File: src/rtl/display_mode_pkg.sv
// Shared types for the display-mode controller: applied modes, controller states
// and the request/enable decode helpers.
package display_mode_pkg;

  typedef enum logic [1:0] {
    MODE_NONE  = 2'd0,
    MODE_CAM0  = 2'd1,
    MODE_CAM1  = 2'd2,
    MODE_SPLIT = 2'd3
  } mode_e;

  typedef enum logic [1:0] {
    ST_RUN     = 2'd0,
    ST_WAIT_VS = 2'd1,
    ST_BLANK   = 2'd2
  } state_e;

  typedef struct packed {
    logic splicing;
    logic cmos1;
    logic cmos0;
  } enables_t;

  // Splice is only honoured when both cameras are requested with it.
  function automatic mode_e decode_request(input logic c0, input logic c1, input logic splice);
    if (splice && c0 && c1) return MODE_SPLIT;
    else if (c0)            return MODE_CAM0;
    else if (c1)            return MODE_CAM1;
    else                    return MODE_NONE;
  endfunction

  function automatic enables_t mode_to_enables(input mode_e m);
    enables_t en;
    en = '0;
    case (m)
      MODE_CAM0:  en.cmos0 = 1'b1;
      MODE_CAM1:  en.cmos1 = 1'b1;
      MODE_SPLIT: en = '1;
      default:    en = '0;
    endcase
    return en;
  endfunction

endpackage

File: src/rtl/display_mode_ctrl_sync_debounce.sv
// Two-flop synchronizers for the GPIO requests and vsync, plus a saturating
// stability counter that turns the decoded request into a debounced req_mode.
module sync_debounce
  import display_mode_pkg::*;
#(
  parameter int unsigned STABLE_CYCLES = 1024
) (
  input  logic  clk_i,
  input  logic  rst_ni,
  input  logic  cmos0_req_i,
  input  logic  cmos1_req_i,
  input  logic  splicing_req_i,
  input  logic  vsync_i,
  output mode_e req_mode_o,
  output logic  vsync_sync_o
);

  localparam int unsigned CW = $clog2(STABLE_CYCLES);
  localparam logic [CW-1:0] CNT_MAX = CW'(STABLE_CYCLES - 1);

  logic [3:0]    meta_q;
  logic [3:0]    sync_q;
  mode_e         dec;
  mode_e         prev_q;
  mode_e         req_q;
  mode_e         req_d;
  logic [CW-1:0] cnt_q;
  logic [CW-1:0] cnt_d;

  always_ff @(posedge clk_i or negedge rst_ni) begin
    if (!rst_ni) begin
      meta_q <= '0;
      sync_q <= '0;
    end else begin
      meta_q <= {vsync_i, splicing_req_i, cmos1_req_i, cmos0_req_i};
      sync_q <= meta_q;
    end
  end

  assign dec = decode_request(sync_q[0], sync_q[1], sync_q[2]);

  // Any change of the decoded request restarts the count; the count then holds
  // at its maximum so a long-stable request never re-triggers a reload.
  always_comb begin
    cnt_d = cnt_q;
    req_d = req_q;
    if (dec != prev_q) begin
      cnt_d = '0;
    end else if (cnt_q != CNT_MAX) begin
      cnt_d = cnt_q + CW'(1);
    end
    if ((dec == prev_q) && (cnt_d == CNT_MAX)) begin
      req_d = dec;
    end
  end

  always_ff @(posedge clk_i or negedge rst_ni) begin
    if (!rst_ni) begin
      prev_q <= MODE_NONE;
      cnt_q  <= '0;
      req_q  <= MODE_NONE;
    end else begin
      prev_q <= dec;
      cnt_q  <= cnt_d;
      req_q  <= req_d;
    end
  end

  assign req_mode_o   = req_q;
  assign vsync_sync_o = sync_q[3];

endmodule

File: src/rtl/display_mode_ctrl.sv
// Display-mode controller: applies debounced GPIO mode requests at frame
// boundaries and blanks the graphics pipeline for a few frames after each switch.
module display_mode_ctrl
  import display_mode_pkg::*;
#(
  parameter int unsigned STABLE_CYCLES = 1024,
  parameter int unsigned BLANK_FRAMES  = 2
) (
  input  logic       sys_clk,
  input  logic       sys_rst_n,
  input  logic       gpio_cmos0_en,
  input  logic       gpio_cmos1_en,
  input  logic       gpio_splicing_en,
  input  logic       disp_vsync,
  output logic       cmos0_en,
  output logic       cmos1_en,
  output logic       splicing_en,
  output logic [1:0] mode,
  output logic       mode_switch,
  output logic       blank
);

  localparam int unsigned FW = (BLANK_FRAMES > 1) ? $clog2(BLANK_FRAMES) : 1;
  localparam logic [FW-1:0] FRAME_LAST = FW'(BLANK_FRAMES - 1);

  mode_e         req_mode;
  logic          vsync_sync;
  logic          vs_prev_q;
  logic          vs_evt_q;
  state_e        state_q;
  state_e        state_d;
  mode_e         mode_q;
  mode_e         mode_d;
  logic [FW-1:0] frame_q;
  logic [FW-1:0] frame_d;
  logic          switch_q;
  logic          switch_d;
  logic          blank_q;
  logic          blank_d;
  enables_t      en_q;
  enables_t      en_d;

  sync_debounce #(
    .STABLE_CYCLES(STABLE_CYCLES)
  ) u_sync_debounce (
    .clk_i         (sys_clk),
    .rst_ni        (sys_rst_n),
    .cmos0_req_i   (gpio_cmos0_en),
    .cmos1_req_i   (gpio_cmos1_en),
    .splicing_req_i(gpio_splicing_en),
    .vsync_i       (disp_vsync),
    .req_mode_o    (req_mode),
    .vsync_sync_o  (vsync_sync)
  );

  always_ff @(posedge sys_clk or negedge sys_rst_n) begin
    if (!sys_rst_n) begin
      vs_prev_q <= 1'b0;
      vs_evt_q  <= 1'b0;
    end else begin
      vs_prev_q <= vsync_sync;
      vs_evt_q  <= vsync_sync & ~vs_prev_q;
    end
  end

  // The switching vsync is not counted as a blank frame; the counter starts
  // from the next event seen while already in BLANK.
  always_comb begin
    state_d  = state_q;
    mode_d   = mode_q;
    frame_d  = frame_q;
    switch_d = 1'b0;
    blank_d  = blank_q;
    case (state_q)
      ST_RUN: begin
        if (req_mode != mode_q) state_d = ST_WAIT_VS;
      end
      ST_WAIT_VS: begin
        if (req_mode == mode_q) begin
          state_d = ST_RUN;
        end else if (vs_evt_q) begin
          mode_d   = req_mode;
          switch_d = 1'b1;
          frame_d  = '0;
          blank_d  = 1'b1;
          state_d  = ST_BLANK;
        end
      end
      ST_BLANK: begin
        if (vs_evt_q) begin
          if (frame_q == FRAME_LAST) begin
            blank_d = 1'b0;
            state_d = ST_RUN;
          end else begin
            frame_d = frame_q + FW'(1);
          end
        end
      end
      default: state_d = ST_RUN;
    endcase
  end

  assign en_d = mode_to_enables(mode_d);

  always_ff @(posedge sys_clk or negedge sys_rst_n) begin
    if (!sys_rst_n) begin
      state_q  <= ST_RUN;
      mode_q   <= MODE_NONE;
      frame_q  <= '0;
      switch_q <= 1'b0;
      blank_q  <= 1'b0;
      en_q     <= '0;
    end else begin
      state_q  <= state_d;
      mode_q   <= mode_d;
      frame_q  <= frame_d;
      switch_q <= switch_d;
      blank_q  <= blank_d;
      en_q     <= en_d;
    end
  end

  assign cmos0_en    = en_q.cmos0;
  assign cmos1_en    = en_q.cmos1;
  assign splicing_en = en_q.splicing;
  assign mode        = mode_q;
  assign mode_switch = switch_q;
  assign blank       = blank_q;

endmodule

File: config.mk
export PLATFORM = sky130hd
export DESIGN_NAME = display_mode_ctrl
export DESIGN_NICKNAME = d
export VERILOG_FILES = /design/src/rtl/display_mode_pkg.sv /design/src/rtl/display_mode_ctrl_sync_debounce.sv /design/src/rtl/display_mode_ctrl.sv
export SDC_FILE = /design/constraint.sdc
export NUM_CORES = 1
export LEC_CHECK = 0
export CORE_ASPECT_RATIO = 1.25
export CORE_UTILIZATION = 35
export CTS_CLUSTER_DIAMETER = 50
export DETAILED_ROUTE_END_ITERATION = 16
export PLACE_DENSITY = 0.52
export SETUP_SLACK_MARGIN = 0.5
export SLEW_MARGIN = 20
export SYNTH_ARGS = -nofsm -noshare
export SYNTH_HDL_FRONTEND = slang
export SYNTH_SLANG_ARGS = --single-unit
File: constraint.sdc
create_clock -name sys_clk -period 8 [get_ports sys_clk]
set_clock_uncertainty 0.2 [all_clocks]
set_input_delay 1.2 -clock sys_clk [delete_from_list [all_inputs] [get_ports sys_clk]]
set_output_delay 1.2 -clock sys_clk [all_outputs]
set_load 0.02 [all_outputs]
==> run metrics <==
status complete, no violations; Critical Path End cmos0_en; VDD IR max 0.0873 mV; clock power share 46.2%; CP startpoint cmos0_en; RSZ-0062 raised after global routing no; GRT Util Overall 13.9%; Global Route met1 Usage 17.2%; Buf+Inv Stages, Crit Path 1; Final Routed Wirelength 2.51 mm; Slowest cell on crit path clkdlybuf4s50_1; final non-filler cell total 201; crit-path leading delay family buffers and inverters; first-pass GRT wire length 4.46 mm; post-synthesis cell count 131; ys flop type dfrtp_1; switching power total 68.7 uW; Startpoint Class flip-flop; global route overflow 0; drt initial violations 54; Flop pwr share 50.2%; H-tree Lvls 2; Worst Max-Slew Pin Slew 1.04 ns; EDFF count, synth 0; Power Dens Cells 200 mW/mm^2; number of antenna diodes 0; clk_lat worst skew 0.28 ns; vias in the first global route 966; final period utilization 33.8%; Root Buffer clkbuf_8; CP endpoint kind output pin; Leak Pwr 0.715 nW; R2R Path Start u_sync_debounce.cnt_q[0]; clk buf depth 2; initial core utilization 37.4%; Final Max Slew Viols 0; gpl congestion 0.901; Routed WL per cell 12.5 microns; Post-synth ARST share 100%; Synth Register Bits 33; Routed Antenna Nets 0; RR Endpoint u_sync_debounce.req_mode_o[1]; dpl hpwl 1.70 mm; Fin. Hold Viols 0; drt drc 0; CP Cell Sequence clkdlybuf4s50_1; DR vias 1,001; initial antenna violation count 0; Gate power share 3.6%; largest net degree at the start of global routing 34; die area 0.00441 sq mm; Levels on crit path 1; switching portion of total power 19.8%; worst-path maximum fanout 4; Seq/Total Area, Yosys 56.9%; gr busiest metal met2; Port Buffers 12; Placed Instance Area 0.00161 sq mm; setup violators final 0; critical path type reg2out; Area Overhead vs Synth 19.3%; CP arrival 1.30 ns; placed cells 193; Final min period 2.70 ns; commonest non-fill, non-tap cell in the layout dfrtp_1; Hold Buf Count CTS 0; PostCTS Resize Cnt 0; commonest non-fill, non-tap cells in the layout dfrtp_1 (33), clkdlybuf4s50_1 (12), nor2_1 (11), a21oi_1 (11), nand2_1 (9); fraction of layout cells with a size suffix above 1 10.9%; Worst Path Required 6.60 ns; clock transition at the registers of the reported paths 0.07 ns; row count 25; grt met2 use 22.3%; CTS Sinks 33; Unique masters post-synth 41; met3 Usage GRT 4.52%; Die X 59.6 microns; Max Fclk 0.370 GHz; Post-Synthesis Cell Area 0.00145 sq mm; count of warnings emitted by yosys 0; Die Height 74.0 microns; Post-Syn Area per Cell 11.1 sq um; r2r worst-path depth 7; cell-internal power 278 uW; post-CTS setup buffer count 0; slowest stage delay, CP 0.63 ns; CORE AREA 0.00388 sq mm; DRT Pass-1 Iters 4; Slew HR 30.4%; boundary pin count 13; post-layout net count 153; Hold/Removal Path Class reg2reg; reg2reg setup slack 5.35 ns; number of buffers created by CTS 5; routed vias/inst 4.98; fin area 0.00173 sq mm; CTS tree built; max-cap violation count 0; Setup TNS 0 ns; Post-Syn Nets 138
-- through the flow --
stage / utilization [%] / hold WS, ns / setup WS (ns) / total power, mW
after floorplan: - / 0.131 / 5.42 / 0.182
after global placement: 41.6 / 0.132 / 5.44 / 0.190
after detailed placement: 41.6 / 0.135 / 5.38 / 0.190
after CTS: 44.6 / 0.146 / 5.28 / 0.352
after global routing: 44.6 / 0.160 / 5.21 / 0.360
final: 44.6 / 0.142 / 5.30 / 0.346
-- registers in the layout, summed over array words and instances (netlist names), 2 cells and up --
name	cells
u_sync_debounce.meta_q	4
state_q	2
u_sync_debounce.req_mode_o	2
u_sync_debounce.cnt_q	10
u_sync_debounce.sync_q	4
u_sync_debounce.prev_q	2
-- synthesized netlist by cell type (all sizes together), types with 2 or more instances --
master	number	area, sq um
and2	4	27.5
a21boi	2	15.0
inv	3	11.3
xor2	3	26.3
nor4	3	25.0
a211oi	2	15.0
dfrtp	33	826
a31oi	3	18.8
nor3	4	20.0
nor2	11	41.3
mux2	5	56.3
a21oi	11	55.1
clkbuf	2	7.51
nand2	9	33.8
nand3	8	52.6
buf	3	23.8
o21ai	4	20.0
xnor2	3	26.3
nor2b	2	12.5
and3	3	21.3
-- layer usage --
metal  share of wire, %  routed length, microns
met1                 44                    1110
met2                 49                    1230
met3                5.0                     125
met4                2.0                      51
met5                  0                       0
-- final cells by class --
cell class	count	area, sq um
tap	54	67.6
inverter	3	11.3
timing repair buffer	13	128
clock inverter	1	30.0
fill	381	2150
clock buffer	7	86.3
sequential	33	826
multi-input combinational	90	582
-- power groups by stage --
stage	combinational, mW	clock (mW)	sequential (mW)
2_1_floorplan	0.00588	0	0.176
3_3_place_gp	0.0128	0	0.177
3_5_place_dp	0.0129	0	0.177
4_1_cts	0.0129	0.165	0.174
5_1_grt	0.0143	0.171	0.175
6_report	0.0123	0.160	0.174
-- cell families (layout without fill, tap and decap cells) --
logic type | after synthesis | after routing | synth area share, %
and+or+nand+nor | 51 | 51 | 19.9
DFF | 33 | 33 | 56.9
AOI/OAI and AO/OA | 26 | 26 | 11.1
buffers and inverters | 8 | 24 | 2.93
xor gates and xnor gates | 6 | 6 | 3.62
muxes | 6 | 6 | 4.57
adders and majority gates | 1 | 1 | 0.863
-- how the worst min path moves through the flow --
| stage | start | endpoint | cells past startpoint |
|---|---|---|---|
| 2_1_floorplan | u_sync_debounce.meta_q[0] | u_sync_debounce.sync_q[0] | 0 |
| 3_3_place_gp | u_sync_debounce.meta_q[0] | u_sync_debounce.sync_q[0] | 0 |
| 3_5_place_dp | u_sync_debounce.meta_q[0] | u_sync_debounce.sync_q[0] | 0 |
| 4_1_cts | u_sync_debounce.meta_q[0] | u_sync_debounce.sync_q[0] | 0 |
| 5_1_grt | u_sync_debounce.meta_q[2] | u_sync_debounce.sync_q[2] | 0 |
| 6_report | u_sync_debounce.meta_q[0] | u_sync_debounce.sync_q[0] | 0 |
(Power assumes the default switching activity.)
